===== config.mk =====
export PLATFORM = sky130hd
export DESIGN_NAME = fetch_unit
export DESIGN_NICKNAME = d
export VERILOG_FILES = /design/src/rtl/fetch_unit.sv
export SDC_FILE = /design/constraint.sdc
export NUM_CORES = 1
export LEC_CHECK = 0
export CAP_MARGIN = 20
export CORE_MARGIN = 5
export CORE_UTILIZATION = 30
export CTS_CLUSTER_SIZE = 14
export DETAILED_ROUTE_END_ITERATION = 7
export HOLD_SLACK_MARGIN = 0.05
export SETUP_SLACK_MARGIN = 0.5
export SKIP_CTS_REPAIR_TIMING = 1
export SYNTH_ARGS = -nofsm -noshare
export SYNTH_HDL_FRONTEND = slang
export SYNTH_SLANG_ARGS = --single-unit

===== constraint.sdc =====
create_clock -name clk -period 4.4 [get_ports clk]
set_input_delay 0.44 -clock clk [delete_from_list [all_inputs] [get_ports clk]]
set_output_delay 0.44 -clock clk [all_outputs]
set_load 0.05 [all_outputs]

===== src/rtl/fetch_unit.sv =====
`default_nettype none
// ============================================================================
//  Module      : fetch_unit
//  Description : Instruction fetch front end. Issues in-order requests to a
//                valid/ready instruction memory, keeps a 2-entry in-order
//                buffer of {inst, pc}, presents the head to the IF/ID
//                register and flushes on a redirect from EX.
//  Revision    : 1.0  initial release
// ============================================================================
module fetch_unit #(
    parameter logic [31:0] RESET_PC = 32'h0000_0000,
    parameter logic [31:0] NOP_INST = 32'h0000_0013
) (
    input  logic        clk,
    input  logic        rst,
    input  logic        IF_ID_Stall,
    input  logic        Redirect,
    input  logic [31:0] Redirect_PC,
    output logic        imem_req,
    output logic [31:0] imem_addr,
    input  logic        imem_ready,
    input  logic        imem_rvalid,
    input  logic [31:0] imem_rdata,
    output logic [31:0] instOut,
    output logic [31:0] PC,
    output logic        inst_valid
);

    localparam logic [1:0] c_CREDITS = 2'd2;

    logic [31:0] r_fetch_pc;
    logic [31:0] r_resp_pc;
    logic [31:0] r_buf_inst [2];
    logic [31:0] r_buf_pc   [2];
    logic [1:0]  r_buf_count;
    logic [1:0]  r_outstanding;
    logic [1:0]  r_drop_cnt;

    logic        w_pop;
    logic        w_rsp;
    logic        w_push;
    logic        w_drop;
    logic        w_accept;
    logic [2:0]  w_occupancy;
    logic [1:0]  w_count_after_pop;
    logic        w_wr_slot;

    // Head of the buffer drives the IF/ID inputs; reset masks it immediately.
    assign inst_valid = !rst && (r_buf_count != 2'd0);
    assign instOut    = inst_valid ? r_buf_inst[0] : NOP_INST;
    assign PC         = inst_valid ? r_buf_pc[0]   : 32'd0;
    assign w_pop      = inst_valid && !IF_ID_Stall;

    // Credit check: buffered plus in-flight entries must stay within two.
    // The head leaving this cycle frees its slot before any new response can
    // land (latency >= 1), which is what lets a latency-1 memory stream one
    // instruction per cycle.
    assign w_occupancy = {1'b0, r_buf_count} + {1'b0, r_outstanding} - {2'b00, w_pop};
    assign imem_req    = !rst && !Redirect && (w_occupancy < {1'b0, c_CREDITS});
    assign imem_addr   = r_fetch_pc;
    assign w_accept    = imem_req && imem_ready;

    // A response with nothing outstanding is ignored rather than underflowing.
    assign w_rsp  = imem_rvalid && (r_outstanding != 2'd0);
    assign w_drop = w_rsp && (r_drop_cnt != 2'd0);
    assign w_push = w_rsp && (r_drop_cnt == 2'd0) && !Redirect && !rst;

    // Slot for an arriving response: directly behind whatever survives the pop.
    assign w_count_after_pop = r_buf_count - {1'b0, w_pop};
    assign w_wr_slot         = w_count_after_pop[0];

    // Control state: PCs, occupancy, in-flight and to-be-discarded counters.
    always_ff @(posedge clk) begin
        if (rst) begin
            r_fetch_pc    <= RESET_PC;
            r_resp_pc     <= RESET_PC;
            r_buf_count   <= 2'd0;
            r_outstanding <= 2'd0;
            r_drop_cnt    <= 2'd0;
        end else if (Redirect) begin
            // Everything still in flight belongs to the wrong path; count it
            // so the responses can be swallowed as they return.
            r_fetch_pc    <= Redirect_PC;
            r_resp_pc     <= Redirect_PC;
            r_buf_count   <= 2'd0;
            r_outstanding <= r_outstanding - {1'b0, w_rsp};
            r_drop_cnt    <= r_outstanding - {1'b0, w_rsp};
        end else begin
            if (w_accept) begin
                r_fetch_pc <= r_fetch_pc + 32'd4;
            end
            if (w_push) begin
                r_resp_pc <= r_resp_pc + 32'd4;
            end
            if (w_drop) begin
                r_drop_cnt <= r_drop_cnt - 2'd1;
            end
            r_outstanding <= r_outstanding + {1'b0, w_accept} - {1'b0, w_rsp};
            r_buf_count   <= w_count_after_pop + {1'b0, w_push};
        end
    end

    // Buffer payload: shift forward on pop, then write the arriving response.
    always_ff @(posedge clk) begin
        if (w_pop) begin
            r_buf_inst[0] <= r_buf_inst[1];
            r_buf_pc[0]   <= r_buf_pc[1];
        end
        if (w_push) begin
            if (w_wr_slot == 1'b0) begin
                r_buf_inst[0] <= imem_rdata;
                r_buf_pc[0]   <= r_resp_pc;
            end else begin
                r_buf_inst[1] <= imem_rdata;
                r_buf_pc[1]   <= r_resp_pc;
            end
        end
    end

endmodule
`default_nettype wire


* Word-level counts from Yosys, hierarchy flattened
Memories as Yosys holds them, arrays and structs flattened.
Index checks and enable logic that the tools add are counted.
** Cells by class
- Add/subtract/negate cells :: 10
- Magnitude comparators :: 1
- Muxes and demuxes :: 19
- Bitwise gates (word level) :: 2
- Reductions and logical operators :: 21
** Operators with widths (count)
- 2-to-1 mux 32 bit :: 8
- adder 32 x 3 -> 32 bit (second input constant) :: 2
- nonzero test 2 bit :: 6
- logical AND 1 bit :: 10
- 2-to-1 mux 1 bit :: 8
- 2-to-1 mux 2 bit :: 3
- subtractor 2 x 1 -> 2 bit :: 3
- adder 2 x 1 -> 2 bit :: 2
- adder 2 x 2 -> 3 bit :: 1
- logical NOT 1 bit :: 3
- less-than comparator 3 x 2 -> 1 bit (second input constant) :: 1
- subtractor 3 x 1 -> 3 bit :: 1
- logical NOT 2 bit :: 1
- bitwise OR 1 bit :: 2
- OR reduction 2 bit :: 1
- subtractor 2 x 1 -> 2 bit (second input constant) :: 1
** Storage, ports and cells
- Bits in registers :: 70
- RAM bits :: 128
- Input port bits :: 70
- Output and inout port bits :: 98
- Word-level logic and storage cells :: 60
- Memories kept :: 2
** Memories
- r_buf_inst :: words 2, bits a word 32, rd ports 2, clocked after Yosys merged registers in 0, write ports 2, line 33 : logic [31:0] r_buf_inst [2];
- r_buf_pc :: words 2, bits a word 32, rd ports 2, clocked after Yosys merged registers in 0, write ports 2, line 34 : logic [31:0] r_buf_pc [2];

* Logic depth before layout (Yosys ltp)
- Depth in word-level cells :: 10
- Mapped depth :: 17
- Depth with buffers taken out :: 15

* Worst setup path after synthesis
OpenSTA, ideal clock, no wires.
- Path kind :: input to register
- Start point :: in rst
- End point :: reg r_outstanding[1]
- Data arrival time :: 3.524 ns
- Path slack :: 0.748 ns
- Stages on the path :: 17
- Buffers on the path :: 3
- Cells stage by stage :: clkbuf_1 nor3_1 ha_1 nand2b_1 fa_1 nand4bb_1 clkbuf_1 nor2_2 inv_1 buf_2 ha_1 inv_1 ha_1 xnor2_1 o21ai_0 xnor2_1 nor2_1
** Between the ends
- Longest elaborated chain between the ends :: 10
** RTL lines
- from (decl) :: line 15 : input logic rst,
- logical NOT 1 bit :: line 49, 59
- logical AND 1 bit :: line 49 : assign inst_valid = !rst && (r_buf_count != 2'd0);
- logical AND 1 bit :: line 52 : assign w_pop = inst_valid && !IF_ID_Stall;
- subtractor 3 x 1 -> 3 bit :: line 58 : assign w_occupancy = {1'b0, r_buf_count} + {1'b0, r_outstanding} - {2'b00, w_pop};
- less-than comparator 3 x 2 -> 1 bit :: line 59 : assign imem_req = !rst && !Redirect && (w_occupancy < {1'b0, c_CREDITS});
- logical AND 1 bit :: line 59
- logical AND 1 bit :: line 61 : assign w_accept = imem_req && imem_ready;
- adder 2 x 1 -> 2 bit :: line 98 : r_outstanding <= r_outstanding + {1'b0, w_accept} - {1'b0, w_rsp};
- subtractor 2 x 1 -> 2 bit :: line 98
- 2-to-1 mux 2 bit :: line 80 : end else if (Redirect) begin
- to (signal assigned) :: line 86 : r_outstanding <= r_outstanding - {1'b0, w_rsp};
- to (signal assigned) :: line 98
- to (decl) :: line 36 : logic [1:0] r_outstanding;
Parallel ways exist; a longest one is shown, timed or not.
A chain may end at the register's enable or synchronous reset.

* Worst setup path after layout
- Start point :: reg r_buf_count[0]
- End point :: out imem_req
** Between the ends
- Longest elaborated chain between the ends :: 6
** RTL lines
- from (decl) :: line 35 : logic [1:0] r_buf_count;
- from (signal assigned) :: line 99 : r_buf_count <= w_count_after_pop + {1'b0, w_push};
- parallel branches: the longest is 3 deep, another holds adder 2 x 2 -> 3 bit
- subtractor 3 x 1 -> 3 bit * :: line 58
- less-than comparator 3 x 2 -> 1 bit * :: line 59
- logical AND 1 bit * :: line 59
- to (decl) :: line 19 : output logic imem_req,
Every way passes the cells marked *.

==> flow_summary.ini <==
[final_layout]
register_area_sq_um = 5250
nFillCells = 2977
nNetsFinal = 1029
areaGrowthSynthToFinish_pct = 29.6
final_layout_size_suffix_gt1_share_pct = 13.4
stdcell_count = 1356
multiInputGateArea_sq_um = 3780
antenna_cells = 0

[critical_path]
timing.rr.end = r_outstanding[1]
start_kind = flop
crit_type = reg2out
critPathMaxStageDelay_ns = 0.45
rrSetupSlack_ns = 0.97
critPathSlowestCell = nor2_1
path_cells = nor2_1, nor3_1, ha_1, nand2b_1, fa_1, xor2_1, and3_1, buf_4
rr_startpoint = r_buf_count[0]
cp_max_fo = 5
crit_required_ns = 3.96
critPathArrivalTime_ns = 3.07
cp-end-kind = primary output
rr_worst_depth = 15

[sta]
drv_slew = 0
hold_viol_final = 0
fin_worst_skew_ns = 0.0156
rsz0062_at_grt = false
hold_slack_ns = 0.389
tightestPinTransition_ns = 0.900
relSlewSlack_pct = 40.0
fin_crit_sh_pct = 79.7
timing.fmax_mhz = 285
setup_viol_count_final = 0
finalSetupTns_ns = 0
period_minus_slack_ns = 3.51
layout_setup_ws_ns = 0.895

[global_route]
grt_util_met2_pct = 20.3
grt_max_degree = 77
grt_use_total_pct = 13.7
met3_usage_pct = 3.38
grt_overflow_total = 0
grt_pass1_vias = 6458
grt.busiest_layer = met2
antenna_found_initial = 0
grt_use_met1_pct = 19.9
grt_pass1_wl_microns = 37100

[logic_synthesis]
synth_seq_area_share_pct = 56.5
synthFlopType = edfxtp_1
syn-num-nets = 873
syn_inst = 791
syn_area_sq_um = 9290
ys_seq_elements = 198
synth_cell_types = 62
synth_edf_count = 128
async_reset_ff_share_pct = 0
yosys_warnings = 0
syn_avg_cell_area_sq_um = 11.7

[clocking]
clock_latency_ns = 0.44
cts-buffers-inserted = 17
clock_path_buffers = 2
clk_pin_slew_ns = 0.08
cts_sinks = 198
root_buffer = clkbuf_16
h-tree-depth = 4
tritoncts = done

[floorplan]
core_area_sq_um = 30600
chipWidth_microns = 186
ios = 168
rows = 64
dieArea_sq_um = 34600
start_util_pct = 30.4
die_y_microns = 186

[place]
dpl.hpwl_microns = 17300
place.gp.congestion = 0.820
portBuffers = 167
dp_slack_ns = 0.502
dp.cells = 1323

[min_path]
hold_path.class = in2reg
hold_depth = 3
hp-start = rst
min_to = imem_addr[0]

[detailed_routing]
vias_per_cell = 5.11
wl_per_cell_microns = 18.0
vias = 6926
drc_errors = 0
drtPass1Iterations = 5
drt_iter0_drc = 448
drt_wl_total_microns = 24400
final_antenna_net_count = 0

[power]
vdd_drop_max_mv = 0.277
p_leak_uw = 0.00396
power_uw = 4480
power.density_nw_per_um2 = 372

[run]
maxCapViolations = 0

[status]
status = completed
[power breakdown]
| group | leakage (uW) | total, uW | internal [uW] | switching [uW] |
|---|---|---|---|---|
| Sequential | 0.00174 | 2180 | 2080 | 95.1 |
| Clock | 0.000296 | 1560 | 838 | 721 |
| Combinational | 0.00193 | 747 | 310 | 437 |
[per-layer routing]
metal | vias up | routed length, microns
li1 | 3351 | -
met2 | 251 | 10600
met1 | 3297 | 11600
met4 | 0 | 384
met3 | 27 | 1770
met5 | - | 0
[cell usage in the layout (no fill, tap or decap), types with 7 or more instances in the layout]
cell type        count
clkdlybuf4s50_1    164
edfxtp_1           128
dfxtp_1             70
and2_1              67
mux2_2              64
o31a_1              37
nand2_1             35
inv_1               33
a21oi_1             33
nand3_1             24
nand4_1             23
nor4_1              22
a31oi_1             18
clkbuf_16           18
or4_1               17
nor2_1              14
nor3_1              14
and3_1              12
o211ai_1            12
buf_4               11
o31ai_1              9
xnor2_1              9
ha_1                 9
and4_1               8
or3_1                7
o21ai_0              7
[state kept, by name (all words and copies together), names as in the netlist]
name           flops
r_buf_pc          64
r_buf_count        2
r_drop_cnt         2
imem_addr         32
r_buf_inst        64
r_resp_pc         32
r_outstanding      2
[how the worst max path moves through the flow]
stage | to | start
after global placement | r_outstanding[1] | IF_ID_Stall
after global routing | r_outstanding[1] | r_buf_count[0]
after floorplan | r_outstanding[1] | rst
after detailed placement | r_outstanding[1] | IF_ID_Stall
after CTS | r_outstanding[1] | r_buf_count[0]
final | imem_req | r_buf_count[0]
[cell type report]
cell class,instances,share of cell area [%]
repair buffers,181,15.0
multi-input cells,514,31.4
clock inverters,13,0.967
clock buffers,19,3.86
well taps,396,4.12
flip-flops and latches,198,43.6
inverters,35,1.09
[critical path: cells and delay by family (launching register included)]
family	cells	cell delay, ns
xor gates and xnor gates	1	0.30
adders and majority gates	2	0.74
buffers and inverters	1	0.21
DFF	1	0.33
and+or+nand+nor	4	1.05
[kinds of logic (layout without fill, tap and decap cells)]
| kind of cell | count (synthesis) | after routing | share of synthesized area [%] |
|---|---|---|---|
| AOI/OAI and AO/OA | 156 | 156 | 12.1 |
| xor gates and xnor gates | 15 | 15 | 1.41 |
| adders and majority gates | 12 | 12 | 1.70 |
| buffers and inverters | 79 | 248 | 3.23 |
| DFF | 198 | 198 | 56.5 |
| muxes | 65 | 65 | 7.87 |
| and+or+nand+nor | 266 | 266 | 17.3 |
[synthesized netlist by cell type, drive strengths merged (6+ instances only)]
library cell    n  share of area, %
o31ai           9              0.73
o21ai           8              0.47
o31a           37               3.5
mux2           64               7.8
nor3           14              0.75
xnor2          10              0.94
o21bai          6              0.48
buf             9              0.40
clkbuf         35               1.4
nor4           23               1.7
and3           12              0.81
edfxtp        128                41
o211ai         12              0.97
inv            33               1.3
a31oi          18               1.2
nand3          24               1.3
a21oi          33               1.8
nand2          35               1.4
nor2           16              0.67
or4            18               1.5
a21boi          6              0.48
or3             7              0.47
nand4          25               1.8
and4            8              0.75
ha             11               1.5
dfxtp          70                15
and2           67               4.5
[metrics by stage]
step / util, % / cell area [sq um]
3_5_place_dp: 37.4 / 11400
5_1_grt: 39.3 / 12000
2_1_floorplan: - / 9290
4_1_cts: 39.3 / 12000
6_report: 39.3 / 12000
3_3_place_gp: 37.4 / 11400
(Power assumes the default switching activity.)
